===== src/rtl/flopr.sv =====
// rtl/flopr.sv - parameterized register pipeline with synchronous active-high reset
module flopr #(
    parameter int               WIDTH       = 32,
    parameter logic [WIDTH-1:0] RESET_VALUE = '0,
    parameter int               STAGES      = 1
) (
    input  logic             clk,
    input  logic             reset,
    input  logic [WIDTH-1:0] d,
    output logic [WIDTH-1:0] q
);

    generate
        if (WIDTH < 1 || STAGES < 1 || STAGES > 16) begin : g_bad_params
            $error("flopr: illegal WIDTH or STAGES parameter");
        end
    endgenerate

    // stage[0] captures d; stage[STAGES-1] drives q directly.
    logic [WIDTH-1:0] stage [STAGES];

    always_ff @(posedge clk) begin
        if (reset) begin
            for (int k = 0; k < STAGES; k++) begin
                stage[k] <= RESET_VALUE;
            end
        end else begin
            stage[0] <= d;
            for (int k = 1; k < STAGES; k++) begin
                stage[k] <= stage[k-1];
            end
        end
    end

    assign q = stage[STAGES-1];

endmodule


===== config.mk =====
export PLATFORM = sky130hd
export DESIGN_NAME = flopr
export DESIGN_NICKNAME = d
export VERILOG_FILES = /design/src/rtl/flopr.sv
export SDC_FILE = /design/constraint.sdc
export NUM_CORES = 1
export LEC_CHECK = 0
export CORE_UTILIZATION = 32
export CTS_CLUSTER_DIAMETER = 30
export CTS_CLUSTER_SIZE = 8
export DETAILED_ROUTE_END_ITERATION = 6
export PLACE_DENSITY = 0.77
export SLEW_MARGIN = 0
export SYNTH_ARGS = -nofsm -noshare
export SYNTH_HDL_FRONTEND = slang
export SYNTH_SLANG_ARGS = --single-unit

===== constraint.sdc =====
create_clock -name clk -period 0.8 [get_ports clk]
set_input_delay 0.16 -clock clk [delete_from_list [all_inputs] [get_ports clk]]
set_output_delay 0.16 -clock clk [all_outputs]
set_load 0.01 [all_outputs]

* After elaboration in Yosys (flattened, before gate mapping)
Memories as Yosys holds them, arrays and structs flattened. Index checks and enable logic that the tools add are counted.
Operators by class: reduce and logical (&&, ||, !) cells 1, mux-type cells 5
Operators by type and width (number):
- $mux 32 | 1
- $reduce_or 32->1 | 1
- $mux 1 | 4
Storage, ports and cells: bits in registers 0, memories kept 1, bits of input ports 34, RAM bits 32, logic and storage cells 7, output and inout bits 32
Memories:
- stage | depth 1, width 32, read ports 1, clocked after memory_dff 0, wr ports 1, RTL line 20 | logic [WIDTH-1:0] stage [STAGES];

* Depth between registers and ports, before layout
depth in word-level cells 3, gate-level depth with buffers 2

* Worst setup path after synthesis
OpenSTA, ideal clock, no wires.
path type reg-to-output, from mem stage[0][0], to out q[0], arrival time 331 ps, slack 309 ps, path buffers 0, stages on the path, launching flop included 1, cell sequence dfxtp_1
Between the ends: word-level cells in the longest chain between the ends 1
Ends and longest elaborated chain:
- start: declaration | RTL line 20
- $mem_v2 1x32
- end: declaration | RTL line 10 | output logic [WIDTH-1:0] q
No other way between the ends.

* Final worst setup path
from mem stage[0][29], to out q[29]
Same word-level chain as after synthesis.

==> run summary <==
WP data arrival = 0.77 ns
layout net count = 171
post-synthesis sequential area ratio = 0.742
CP max FO = 1
commonest non-fill, non-tap cells in the layout = clkdlybuf4s50_1 (33), nor2b_1 (32), buf_2 (21), dfxtp_1 (21)
Setup CP Type = reg -> out
Largest Register = stage
biggest regs = stage (32)
die span in x = 53.9 um
CTS Buf Count = 5
post-cts sizing count = 136
gr usage total = 0.155
row count = 18
Slew Limit Fails = 0
Final period util = 1.17
Rel. slew slack = 0.914
Max H-tree Level = 2
Via-to-Cell Ratio = 4.04
Final WS setup = -0.135 ns
commonest non-fill, non-tap cell in the layout = clkdlybuf4s50_1
Detailed Routing Iterations Pass 1 = 5
Hold Path Class = in -> reg
Worst path max stage delay = 0.32 ns
clock-pin slew on the worst setup and hold paths = 0.09 ns
layout cells sized above 1 = 0.370
GP Congestion = 0.709
delay-heaviest family, CP = flip-flops
Cells after Synth = 67
worst slew pin tran = 0.129 ns
average footprint of a synthesized cell = 12.9 um2
Setup-failing EPs final = 32
Die ar. = 2910 um2
initial antenna violation count = 0
CP Capture Type = primary output
outcome = complete, but fails checks
Hold Startpoint = d[4]
Via Count = 678
crit path launch = stage[0][29]
Core Area = 2520 um2
number of global-route vias before repair = 645
io pins = 66
Max IR drop VDD = 1760 uV
CTS Sinks = 32
pre-CTS setup slack = -0.256 ns
final wirelength = 1980 um
die height = 53.9 um
WHS = 0.370 ns
GR Overflow Total = 0
Initial Utilization = 0.342
CP Launch Type = register
Power Dens Cells = 2110 nW/um2
WL/cell = 11.8 um
DRT iter0 DRCs = 1
Synthesized Nets = 101
Setup TNS = -3.73 ns
worst path cell trace = buf_2
Post-Place Cells = 160
yosys warns = 0
static leakage = 0.687 nW
clock root buffer = clkbuf_4
Final Total Pwr = 3.27 mW
non-filler instance count after layout = 168
number of distinct library cells after synthesis = 3
buffers and inverters on the worst path = 1
DRT antenna net count = 0
FF+latch count, synth = 32
first-pass GRT wire length = 2810 um
FMAX = 1070 MHz
area grow syn2layout = 79.3%
CTS Hold Buffers Added = 0
CTS tree = done
drt drc = 0
Critical-path top delay cell = dfxtp_1
failing checks = setup timing
max reg flops = 32
number of diodes = 0
post-CTS setup buffer count = 0
Final Critical Period = 0.935 ns
Hold Fails Final Rpt = 0
MaxCap Viol Count = 0
Cell Area, Synth = 863 um2
RSZ-0062 raised after global routing = yes
largest net degree at the start of global routing = 33
I/O Buffers = 65
HPWL Detailed = 1460 um
Worst Path Required = 0.64 ns
Max Root-Sink Buffers = 2
[through the flow]
| step | util | area (um2) |
|---|---|---|
| 2_1_floorplan | - | 863 |
| 3_3_place_gp | 0.614 | 1550 |
| 3_5_place_dp | 0.614 | 1550 |
| 4_1_cts | 0.593 | 1500 |
| 5_1_grt | 0.614 | 1550 |
| 6_report | 0.614 | 1550 |
[Yosys cell counts, drive strengths merged]
cell type,instances,share of area
nor2b,32,0.23
buf,3,0.026
dfxtp,32,0.74
[worst paths after layout]
kind                       to  slack, ns  cells after the start
setup / recovery        q[29]      -0.13                      1
hold / removal    stage[0][4]       0.37                      2
[final cells by class]
class | count | area, um2
Clock inverter | 2 | 35.0
Tap cell | 30 | 37.5
Multi-Input combinational cell | 32 | 200
Timing Repair Buffer | 66 | 579
Sequential cell | 32 | 654
Clock buffer | 6 | 41.3
Fill cell | 224 | 975
[power by group]
group	leakage, nW	internal (mW)	switching, mW
Sequential	0.270	1.68	0.0246
Combinational	0.376	0.276	0.132
Clock	0.0422	0.655	0.499
[cell families after synthesis]
| kind of cell | share of synthesized area |
|---|---|
| flip-flops | 0.742 |
| buffers and inverters | 0.0261 |
| AND/OR/NAND/NOR | 0.232 |
[routing by layer]
layer / vias to the layer above / global-route usage / wire [um]
met4: 0 / 0.175 / 89
met2: 39 / 0.263 / 1020
met1: 291 / 0.128 / 664
li1: 341 / - / -
met3: 7 / 0.0593 / 204
met5: - / 0 / 0
No activity file was read; power rests on OpenSTA's default activity.
==> RTL edit, RTL diff (config.mk and constraints unchanged) <==
Change the parameter `WIDTH` from 32 to 40.
--- a/src/rtl/flopr.sv
+++ b/src/rtl/flopr.sv
@@ -2,3 +2,3 @@
 module flopr #(
-    parameter int               WIDTH       = 32,
+    parameter int               WIDTH       = 40,
     parameter logic [WIDTH-1:0] RESET_VALUE = '0,
Ports: changed (resized d and q); port bits go from 66 to 82. The function was not compared with the original's and may differ.
==> RTL edit against the original RTL <==
The flow still finishes with violations (setup timing). Wire length up 22%. Maximum frequency about the same. Sequential cell count up 8. Total power up 26%. Worst setup slack about the same. Synthesized area up 34%. Core utilization down 0.60 points. Final area up 33%. Combinational power up 37%. Critical path type unchanged. Critical endpoint is now q[22]. Highest routed layer is now met3.
==> RTL edit: results (changes against the original RTL) <==
status=finished, violations left; failing checks=setup timing; DRT Wirelength=2.42 mm (+22%); GP Congestion=0.656 (-7.4%); met2 usage=24.0% (-2.3 points); synth unique cells=4 (+1); setup ws final=-135 ps (-0.142 ps); part of the power in the clock network=34.4% (-0.9 points); seq pwr=0.00214 W (+25%); Leak=0.905 nW (+32%); Final Setup Violations=40 (+25%); global-route wire length before repair=3.76 mm (+34%); share of layout cells above drive strength 1=57.6% (+21 points); met3 Resource Use GR=5.88% (-0.050 points); Largest regs=stage (40); clock sinks=40 (+25%); cell internal pwr=0.00332 W (+27%); initial DRC count=18 (+17); post-route met1 wirelength=810 um (+22%); Vias=871 (+28%); Seq/Total Area, Yosys=69.3% (-4.9 points); Critical Path Max Stage Delay=340 ps (+20 ps); top cells by count, synth=dfxtp_1 (40), nor2b_2 (30), nor2b_1 (10); synth top area cells=dfxtp_1 (69%), nor2b_2 (23%), nor2b_1 (5.4%), clkbuf_4 (2.6%); Place WS=-198 ps (+58.4 ps); M1 GR Usage=12.4% (-0.43 points); DR pass1 iterations=3 (-2); vias in the first global route=814 (+26%); DP Area=2040 um2 (+32%); Rel. slew slack=91.8% (+0.40 points)
==> RTL edit: worst paths after layout <==
kind                               startpoint                      end  slack [ps]  depth (start not counted)
worst max-delay path  stage[0][22]$_SDFF_PP0_                    q[22]        -130                          1
worst min-delay path                    reset  stage[0][22]$_SDFF_PP0_         210                          3
==> RTL edit: metrics by stage <==
stage,std cells,util [%]
final,218,60.8
after global routing,218,60.8
after CTS,218,58.7
after detailed placement,210,60.1
after global placement,210,60.1
after floorplan,84,-
==> RTL edit: cells by family after synthesis <==
family	after synthesis	share of synthesized area, %
buffers and inverters	4	2.60
DFF	40	69.3
and+or+nand+nor	40	28.1
==> RTL edit: final cells by class <==
class                      count  area (um2)  area share, %
clock buffer                   7        65.1           3.16
clock inverter                 1        30.0           1.46
multi-input combinational     40         325           15.8
sequential                    40         822           39.9
tap                           46        57.6           2.79
timing repair buffer          84         759           36.9
==> RTL edit: timing repair <==
item,in CTS,in global routing
pin swaps,0,0
hold endpoints to repair,0,0
endpoints found under the setup margin,40,40
resized for setup,175,19
